<file path="src/rtl/ram_arbiter_if.sv">
// ram_arbiter_if
//   Bundles every signal between the CHIP-8 RAM arbiter and its neighbours:
//   the three requesters (loader, CPU, blitter), the single-port RAM, and a
//   small debug view of the arbiter's internal state.
//
//   Handshake (same for all three requesters): a requester raises *_req with
//   its address/data/write strobe and keeps all of them stable until it sees
//   *_gnt=1 in the same cycle. A granted request is complete at that clock
//   edge; req may stay high (or re-assert) the very next cycle for a
//   back-to-back transaction. Reads return *_rvalid=1 with *_rdata exactly one
//   cycle after the grant.
//
//   Modports:
//     slave  - the arbiter side (drives grants, read returns and ram_* pins)
//     master - the environment side (requesters plus the RAM primitive)
interface ram_arbiter_if #(
  parameter int ADDR_W = 12,
  parameter int DATA_W = 8
);
  // Loader (write-only)
  logic              load_req;
  logic [ADDR_W-1:0] load_addr;
  logic [DATA_W-1:0] load_wdata;
  logic              load_gnt;
  // CPU (read/write)
  logic              cpu_req;
  logic              cpu_wr;
  logic [ADDR_W-1:0] cpu_addr;
  logic [DATA_W-1:0] cpu_wdata;
  logic              cpu_gnt;
  logic              cpu_rvalid;
  logic [DATA_W-1:0] cpu_rdata;
  // Blitter (read-only)
  logic              blit_req;
  logic [ADDR_W-1:0] blit_addr;
  logic              blit_gnt;
  logic              blit_rvalid;
  logic [DATA_W-1:0] blit_rdata;
  // RAM primitive
  logic              ram_en;
  logic              ram_wr;
  logic [ADDR_W-1:0] ram_addr;
  logic [DATA_W-1:0] ram_in;
  logic [DATA_W-1:0] ram_out;
  // Debug view of arbiter state
  logic [3:0]        dbg_starve_cnt;
  logic [1:0]        dbg_rd_owner;

  modport slave (
    input  load_req, load_addr, load_wdata,
    input  cpu_req, cpu_wr, cpu_addr, cpu_wdata,
    input  blit_req, blit_addr,
    input  ram_out,
    output load_gnt,
    output cpu_gnt, cpu_rvalid, cpu_rdata,
    output blit_gnt, blit_rvalid, blit_rdata,
    output ram_en, ram_wr, ram_addr, ram_in,
    output dbg_starve_cnt, dbg_rd_owner
  );

  modport master (
    output load_req, load_addr, load_wdata,
    output cpu_req, cpu_wr, cpu_addr, cpu_wdata,
    output blit_req, blit_addr,
    output ram_out,
    input  load_gnt,
    input  cpu_gnt, cpu_rvalid, cpu_rdata,
    input  blit_gnt, blit_rvalid, blit_rdata,
    input  ram_en, ram_wr, ram_addr, ram_in,
    input  dbg_starve_cnt, dbg_rd_owner
  );
endinterface

</file>
<file path="src/rtl/ram_arbiter.sv">
// ram_arbiter
//   Shares the single-port 4K x 8 CHIP-8 RAM between the ROM/font loader, the
//   CPU and the blitter. At most one single-cycle transaction is granted per
//   clock; priority is loader, then a starved blitter, then CPU, then blitter.
//   Read data comes back one cycle after the grant on the owner's rdata port.
//
//   Ports:
//     clk   - system clock
//     rst   - synchronous reset, active-high (also forces all grants low)
//     bus   - ram_arbiter_if.slave: requester handshakes, ram_* pins, debug
//             (dbg_starve_cnt = starvation counter, dbg_rd_owner = 0 none,
//             1 CPU, 2 blitter)
module ram_arbiter #(
  parameter int ADDR_W       = 12,
  parameter int DATA_W       = 8,
  parameter int STARVE_LIMIT = 4
) (
  input  logic         clk,
  input  logic         rst,
  ram_arbiter_if.slave bus
);

  typedef enum logic [1:0] {
    OWN_NONE = 2'd0,
    OWN_CPU  = 2'd1,
    OWN_BLIT = 2'd2
  } owner_e;

  localparam logic [3:0] LIMIT = 4'(STARVE_LIMIT);

  owner_e            rd_owner_q, rd_owner_d;
  logic [3:0]        starve_cnt_q, starve_cnt_d;
  logic [ADDR_W-1:0] addr_q, addr_d;
  logic [DATA_W-1:0] in_q, in_d;
  logic [DATA_W-1:0] cpu_rdata_q, cpu_rdata_d;
  logic [DATA_W-1:0] blit_rdata_q, blit_rdata_d;

  logic load_gnt, cpu_gnt, blit_gnt;
  logic ram_wr;
  logic cpu_rvalid, blit_rvalid;

  // Arbitration and RAM-side mux. addr_d/in_d double as the driven ram_addr
  // and ram_in values: with no winner they simply keep the registered copy,
  // which gives the "hold previous value" behaviour for free.
  always_comb begin
    load_gnt = 1'b0;
    cpu_gnt  = 1'b0;
    blit_gnt = 1'b0;
    ram_wr   = 1'b0;
    addr_d   = addr_q;
    in_d     = in_q;
    if (rst) begin
      addr_d = '0;
      in_d   = '0;
    end else if (bus.load_req) begin
      load_gnt = 1'b1;
      ram_wr   = 1'b1;
      addr_d   = bus.load_addr;
      in_d     = bus.load_wdata;
    end else if (bus.blit_req && (starve_cnt_q == LIMIT)) begin
      blit_gnt = 1'b1;
      addr_d   = bus.blit_addr;
    end else if (bus.cpu_req) begin
      cpu_gnt = 1'b1;
      ram_wr  = bus.cpu_wr;
      addr_d  = bus.cpu_addr;
      in_d    = bus.cpu_wdata;
    end else if (bus.blit_req) begin
      blit_gnt = 1'b1;
      addr_d   = bus.blit_addr;
    end
  end

  // Read-return tracking and starvation counter.
  always_comb begin
    rd_owner_d   = OWN_NONE;
    starve_cnt_d = '0;
    cpu_rvalid   = 1'b0;
    blit_rvalid  = 1'b0;
    cpu_rdata_d  = cpu_rdata_q;
    blit_rdata_d = blit_rdata_q;
    if (rst) begin
      cpu_rdata_d  = '0;
      blit_rdata_d = '0;
    end else begin
      if (cpu_gnt && !bus.cpu_wr) begin
        rd_owner_d = OWN_CPU;
      end else if (blit_gnt) begin
        rd_owner_d = OWN_BLIT;
      end
      // A reset in the return cycle swallows the pending read entirely.
      cpu_rvalid  = (rd_owner_q == OWN_CPU);
      blit_rvalid = (rd_owner_q == OWN_BLIT);
      if (cpu_rvalid) begin
        cpu_rdata_d = bus.ram_out;
      end
      if (blit_rvalid) begin
        blit_rdata_d = bus.ram_out;
      end
      // Denied cycles count, including ones lost to the loader; only a
      // blitter grant or a dropped request clears the count.
      if (bus.blit_req && !blit_gnt) begin
        starve_cnt_d = (starve_cnt_q == LIMIT) ? starve_cnt_q : starve_cnt_q + 4'd1;
      end
    end
  end

  always_ff @(posedge clk) begin
    if (rst) begin
      rd_owner_q   <= OWN_NONE;
      starve_cnt_q <= '0;
      addr_q       <= '0;
      in_q         <= '0;
      cpu_rdata_q  <= '0;
      blit_rdata_q <= '0;
    end else begin
      rd_owner_q   <= rd_owner_d;
      starve_cnt_q <= starve_cnt_d;
      addr_q       <= addr_d;
      in_q         <= in_d;
      cpu_rdata_q  <= cpu_rdata_d;
      blit_rdata_q <= blit_rdata_d;
    end
  end

  assign bus.load_gnt       = load_gnt;
  assign bus.cpu_gnt        = cpu_gnt;
  assign bus.blit_gnt       = blit_gnt;
  assign bus.cpu_rvalid     = cpu_rvalid;
  assign bus.blit_rvalid    = blit_rvalid;
  assign bus.cpu_rdata      = cpu_rdata_d;
  assign bus.blit_rdata     = blit_rdata_d;
  assign bus.ram_en         = load_gnt | cpu_gnt | blit_gnt;
  assign bus.ram_wr         = ram_wr;
  assign bus.ram_addr       = addr_d;
  assign bus.ram_in         = in_d;
  assign bus.dbg_starve_cnt = starve_cnt_q;
  assign bus.dbg_rd_owner   = rd_owner_q;

endmodule

</file>
<file path="src/flat_wrapper.sv">
// flat-port wrapper written by rule: the top's interface ports become plain ports
module ram_arbiter_flat 
#(
  parameter int ADDR_W       = 12,
  parameter int DATA_W       = 8,
  parameter int STARVE_LIMIT = 4
)
  (clk, rst, bus_load_req, bus_load_addr, bus_load_wdata, bus_cpu_req, bus_cpu_wr, bus_cpu_addr, bus_cpu_wdata, bus_blit_req, bus_blit_addr, bus_ram_out, bus_load_gnt, bus_cpu_gnt, bus_cpu_rvalid, bus_cpu_rdata, bus_blit_gnt, bus_blit_rvalid, bus_blit_rdata, bus_ram_en, bus_ram_wr, bus_ram_addr, bus_ram_in, bus_dbg_starve_cnt, bus_dbg_rd_owner);
  ram_arbiter_if #(.ADDR_W(ADDR_W), .DATA_W(DATA_W)) bus_i ();
  input  logic clk;
  input  logic rst;
  input wire logic [$bits(bus_i.load_req)-1:0] bus_load_req;
  input wire logic [$bits(bus_i.load_addr)-1:0] bus_load_addr;
  input wire logic [$bits(bus_i.load_wdata)-1:0] bus_load_wdata;
  input wire logic [$bits(bus_i.cpu_req)-1:0] bus_cpu_req;
  input wire logic [$bits(bus_i.cpu_wr)-1:0] bus_cpu_wr;
  input wire logic [$bits(bus_i.cpu_addr)-1:0] bus_cpu_addr;
  input wire logic [$bits(bus_i.cpu_wdata)-1:0] bus_cpu_wdata;
  input wire logic [$bits(bus_i.blit_req)-1:0] bus_blit_req;
  input wire logic [$bits(bus_i.blit_addr)-1:0] bus_blit_addr;
  input wire logic [$bits(bus_i.ram_out)-1:0] bus_ram_out;
  output wire logic [$bits(bus_i.load_gnt)-1:0] bus_load_gnt;
  output wire logic [$bits(bus_i.cpu_gnt)-1:0] bus_cpu_gnt;
  output wire logic [$bits(bus_i.cpu_rvalid)-1:0] bus_cpu_rvalid;
  output wire logic [$bits(bus_i.cpu_rdata)-1:0] bus_cpu_rdata;
  output wire logic [$bits(bus_i.blit_gnt)-1:0] bus_blit_gnt;
  output wire logic [$bits(bus_i.blit_rvalid)-1:0] bus_blit_rvalid;
  output wire logic [$bits(bus_i.blit_rdata)-1:0] bus_blit_rdata;
  output wire logic [$bits(bus_i.ram_en)-1:0] bus_ram_en;
  output wire logic [$bits(bus_i.ram_wr)-1:0] bus_ram_wr;
  output wire logic [$bits(bus_i.ram_addr)-1:0] bus_ram_addr;
  output wire logic [$bits(bus_i.ram_in)-1:0] bus_ram_in;
  output wire logic [$bits(bus_i.dbg_starve_cnt)-1:0] bus_dbg_starve_cnt;
  output wire logic [$bits(bus_i.dbg_rd_owner)-1:0] bus_dbg_rd_owner;
  assign bus_i.load_req = bus_load_req;
  assign bus_i.load_addr = bus_load_addr;
  assign bus_i.load_wdata = bus_load_wdata;
  assign bus_i.cpu_req = bus_cpu_req;
  assign bus_i.cpu_wr = bus_cpu_wr;
  assign bus_i.cpu_addr = bus_cpu_addr;
  assign bus_i.cpu_wdata = bus_cpu_wdata;
  assign bus_i.blit_req = bus_blit_req;
  assign bus_i.blit_addr = bus_blit_addr;
  assign bus_i.ram_out = bus_ram_out;
  assign bus_load_gnt = bus_i.load_gnt;
  assign bus_cpu_gnt = bus_i.cpu_gnt;
  assign bus_cpu_rvalid = bus_i.cpu_rvalid;
  assign bus_cpu_rdata = bus_i.cpu_rdata;
  assign bus_blit_gnt = bus_i.blit_gnt;
  assign bus_blit_rvalid = bus_i.blit_rvalid;
  assign bus_blit_rdata = bus_i.blit_rdata;
  assign bus_ram_en = bus_i.ram_en;
  assign bus_ram_wr = bus_i.ram_wr;
  assign bus_ram_addr = bus_i.ram_addr;
  assign bus_ram_in = bus_i.ram_in;
  assign bus_dbg_starve_cnt = bus_i.dbg_starve_cnt;
  assign bus_dbg_rd_owner = bus_i.dbg_rd_owner;
  ram_arbiter #(.ADDR_W(ADDR_W), .DATA_W(DATA_W), .STARVE_LIMIT(STARVE_LIMIT)) u_core (.clk(clk), .rst(rst), .bus(bus_i));
endmodule
</file>
<file path="config.mk">
export PLATFORM = sky130hd
export DESIGN_NAME = ram_arbiter_flat
export DESIGN_NICKNAME = d
export VERILOG_FILES = /design/src/rtl/ram_arbiter_if.sv /design/src/rtl/ram_arbiter.sv /design/src/flat_wrapper.sv
export SDC_FILE = /design/constraint.sdc
export NUM_CORES = 1
export LEC_CHECK = 0
export CAP_MARGIN = 25
export CORE_AREA = 4 4 88 90
export CTS_BUF_LIST = sky130_fd_sc_hd__clkbuf_16
export DETAILED_ROUTE_END_ITERATION = 12
export DIE_AREA = 0 0 92 94
export PLACE_DENSITY = 0.67
export SYNTH_ARGS = -nofsm -noshare
export SYNTH_HDL_FRONTEND = slang
export SYNTH_SLANG_ARGS = --single-unit
</file>
<file path="constraint.sdc">
create_clock -name clk -period 1.9 [get_ports clk]
set_input_delay 0.38 -clock clk [delete_from_list [all_inputs] [get_ports clk]]
set_output_delay 0.38 -clock clk [all_outputs]
set_load 0.03 [all_outputs]
</file>
# Yosys cells after proc, flatten, opt, wreduce, memory -nomap -nowiden
# Index checks and enable logic that the tools add are counted.
word_totals:
  ff_bits: 42
  latchBits: 0
  ram_bits: 0
  romBits: 0
  input_bits: 66
  memories: 0
classes:
  n_addsub: 1
  multipliers: 0
  div_mod_pow: 0
  n_lt_le_gt_ge: 0
  n_eq_ne: 3
  shift: 0
  mux: 32
  bitwise_logic: 3
  reduce_logical: 7
ops:
  columns: ["operator", "count"]
  rows:
  - ["$mux 8", 8]
  - ["$mux 12", 5]
  - ["$mux 1", 18]
  - ["$add 4x1->4 const B", 1]
  - ["$eq 4x3->1 const B", 1]
  - ["$reduce_or 2->1", 2]
  - ["$logic_and 1x1->1", 3]
  - ["$eq 2x1->1 const B", 1]
  - ["$eq 2x2->1 const B", 1]
  - ["$logic_not 1->1", 2]
  - ["$mux 2", 1]
  - ["$or 1x1->1", 2]
  - ["$not 1->1", 1]

# Logic depth before layout (Yosys ltp)
logic_depth:
  depth_word: 9
  depth_mapped: 6
  depth_no_buf: 5

# Worst setup path after synthesis
# Ideal clock, no wire load.
synth_path:
  path_kind: "register to output"
  start: "register u_core.starve_cnt_q[0] (netlist: u_core.bus.dbg_starve_cnt[0])"
  end: "output bus_ram_in[5]"
  t_arrival_ns: 2.198
  required_time_ns: 1.520
  slack_ns: -0.678
  stages_incl_launch_ff: 7
  path_buffers: 1
  cell_sequence: "dfxtp_1 inv_1 ha_1 nand4b_1 buf_2 a31oi_1 a221oi_1"
synth_via:
  elab_chain_cells: 5
synth_lines:
  columns: ["item", "line", "rtl"]
  rows:
  - ["start, declared", "ram_arbiter.sv:32", "logic [3:0] starve_cnt_q, starve_cnt_d;"]
  - ["start signal, assigned", "ram_arbiter.sv:118", "starve_cnt_q <= starve_cnt_d;"]
  - ["$eq 4x3->1", "ram_arbiter.sv:60", "end else if (bus.blit_req && (starve_cnt_q == LIMIT)) begin"]
  - ["$logic_and 1x1->1", "ram_arbiter.sv:60", null]
  - ["$mux 8", "ram_arbiter.sv:60", null]
  - ["$mux 8", "ram_arbiter.sv:55", "end else if (bus.load_req) begin"]
  - ["$mux 8", "ram_arbiter.sv:52", "if (rst) begin"]
  - ["end, declared", "flat_wrapper.sv:32", "output wire logic [$bits(bus_i.ram_in)-1:0] bus_ram_in;"]
# No other way between the ends.

# Worst setup path in the final report
layout_path:
  start: "register u_core.starve_cnt_q[0] (netlist: u_core.bus.dbg_starve_cnt[0])"
  end: "output bus_ram_in[4]"
# Same word-level chain as after synthesis.

==> run_results.csv <==
group,metric,value,unit
status,outcome,"finished, violations left",
status,violations,"negative setup slack",
sta,setup_viol,22,
sta,finalClockSkew,6.35,ps
setup_path,crit_fanout,8,
synth,ys.flop_type,"dfxtp_1",
setup_path,r2r_end,"u_core.addr_q[8]",
grt,grt_pass1_vias,2816,
synth,yosysTopAreaCellShare,35.5,%
sta,worstMarginPinSlew,327,ps
setup_path,cp.required,1520,ps
final_layout,finalNonFillerCells,537,
final_layout,n_antenna_cell,0,
power_and_ir_drop,p_leak,0.00177,uW
final_layout,mostFrequentLayoutCell,"clkdlybuf4s50_1",
placement,port_buffers,114,
synth,synth_edf_count,0,
worst_hold_path,hp-start,"u_core.blit_rdata_q[6]",
grt,antenna_found_initial,0,
setup_path,path_class,"register to output pin",
placement,dp_hpwl,6.15,mm
grt,grt_max_degree,35,
drt,via_per_inst,5.14,
setup_path,crit_arrival,1850,ps
sta,slew_headroom,78.2,%
final_layout,drive_gt1_share,44.7,%
power_and_ir_drop,cellPowerDensity,548,nW/um^2
final_layout,fin_nets,505,
sta,period_needed,2230,ps
sta,clock.fmax,448,MHz
cts,cts_tree,"built",
sta,layout_setup_ws,-332,ps
cts,cts_max_level,2,
synth,synth_top_area_cell,"dfxtp_1",
setup_path,start_kind,"register",
synth,ys_seq_area_share,35.5,%
grt,grt_pass1_wl,13.2,mm
synth,synth_cell_type_count,34,
flow_run,max_cap_violations,0,
floorplan,num_io_pins,115,
cts,clock-sinks,42,
floorplan,core_area,7060,sq um
drt,wire_per_inst,15.2,um
sta,maxSlewViolCount,0,
worst_hold_path,whs_path_depth,2,
cts,numCtsBuffers,5,
cts,path_clk_slew,60,ps
cts,cts-root-buf,"clkbuf_16",
grt,grt_util_all_layers,18.5,%
drt,ant_nets,0,
sta,final_hold_viol_count,0,
synth,ys_warn_count,0,
power_and_ir_drop,power,2650,uW
drt,drt-total-wl,8.15,mm
cts,clk_path_buf_depth,2,
worst_hold_path,holdPathEnd,"u_core.blit_rdata_q[6]",
drt,drc,0,
grt,overflow,0,
floorplan,initial_core_util,33.6,%
drt,drt_iter0_drc,48,
floorplan,dieArea,8650,sq um
synth,synth_nets,355,
synth,synth_area_leaders,"dfxtp_1, a21oi_1, a311oi_1",
sta,rsz0062_at_grt,"true",
sta,finalCritPeriodShare,117,%
floorplan,rows,31,
synth,synthesis.instances,287,
floorplan,die_w,92,um
setup_path,r2r_setup_slack,300,ps
synth,syn_area,2370,sq um
setup_path,rr_startpoint,"u_core.bus.dbg_starve_cnt[0]",
cts,hold_buffers,0,
placement,place_ws,-462,ps
setup_path,reg2reg_depth,8,
drt,drt_first_pass_iters,5,
drt,vias,2759,
final_layout,syn_to_final_growth,104,%
final_layout,final_cell_mix,"clkdlybuf4s50_1, buf_4, dfxtp_1",
synth,synthArstFlopShare,0,%
synth,ys_seq_elements,42,
setup_path,crit_path_end_kind,"output pin",
placement,gp_congestion,0.819,
synth,avgSynthCellArea,8.26,sq um
floorplan,fp.dieH,94,um
worst_hold_path,hold_class,"register to register",
power_and_ir_drop,ir_worst_vdd,0.390,mV
cts,worstSkewPairLatency,280,ps
placement,numPlacedInstances,523,
## worst max-delay path, cell delays in order, from the launching register on
cell      delay (ps)
dfxtp_4          350
inv_4             60
ha_4             130
and4b_4          270
buf_6            120
buf_12           130
o21ai_2           90
a221oi_4         250
buf_6            170
## cell families after synthesis
family                     share of synthesized area [%]
AOI/OAI and AO/OA                                   34.6
adders and majority gates                           1.06
muxes                                              0.422
xor gates and xnor gates                           0.370
and+or+nand+nor                                     17.6
DFF                                                 35.5
buffers and inverters                               10.5
## how the worst max path moves through the flow
stage | startpoint | endpoint | depth (start not counted)
floorplan | u_core.bus.dbg_starve_cnt[0] | bus_ram_addr[3] | 6
global placement | bus_blit_req | bus_ram_in[5] | 6
detailed placement | bus_blit_req | bus_ram_in[5] | 6
CTS | u_core.bus.dbg_starve_cnt[0] | bus_ram_addr[3] | 8
global route | u_core.bus.dbg_starve_cnt[0] | bus_ram_in[4] | 7
finish | u_core.bus.dbg_starve_cnt[0] | bus_ram_in[4] | 8
## Yosys cell counts, drive strengths merged (2+ instances only)
library cell / n
a21oi: 47
a221oi: 16
a311oi: 24
a31oi: 9
buf: 11
clkbuf: 16
dfxtp: 42
ha: 2
inv: 11
nand2: 33
nand2b: 2
nand3: 15
nor2: 6
nor2b: 17
nor3: 3
o211ai: 2
o21ai: 20
## through the flow
stage	cell area [sq um]	hold WS (ps)	util (%)	setup TNS, ps
2_1_floorplan	2890	457	-	-322
3_3_place_gp	4310	475	61.1	-8380
3_5_place_dp	4310	484	61.1	-8730
4_1_cts	4710	493	66.7	-6470
5_1_grt	4820	512	68.3	-8220
6_report	4820	488	68.3	-6500
## metal layers
| layer | wire (um) | up-vias | track usage, % | part of all wire [%] |
|---|---|---|---|---|
| met2 | 4040 | 85 | 33.0 | 50 |
| met4 | 27 | 0 | 2.60 | 0.33 |
| li1 | - | 1381 | - | - |
| met5 | 0 | - | 0 | 0 |
| met3 | 502 | 4 | 4.33 | 6.2 |
| met1 | 3590 | 1289 | 23.1 | 44 |
## state kept, by name, indices dropped and copies added (netlist names)
name and cells:
u_core.bus.dbg_rd_owner 2, u_core.in_q 8, u_core.blit_rdata_q 8, u_core.cpu_rdata_q 8, u_core.bus.dbg_starve_cnt 4, u_core.addr_q 12
## final cells by class
cell class                      count  area [sq um]
Inverter                           11          43.8
Clock buffer                        6           150
Clock inverter                      2          10.0
Sequential cell                    42           850
Multi-Input combinational cell    206          1950
Fill cell                         579          2230
Timing Repair Buffer              171          1700
Tap cell                           99           124
## power breakdown
group	internal, uW	switching (uW)
Clock	562	335
Sequential	922	16.6
Combinational	403	407
## what timing repair did
action,4_1_cts,5_1_grt
setup endpoints to repair,25,29
gates resized for setup,42,22
buffers inserted,6,2
cloned,1,0
pin swaps,17,10
(Power assumes the default switching activity.)
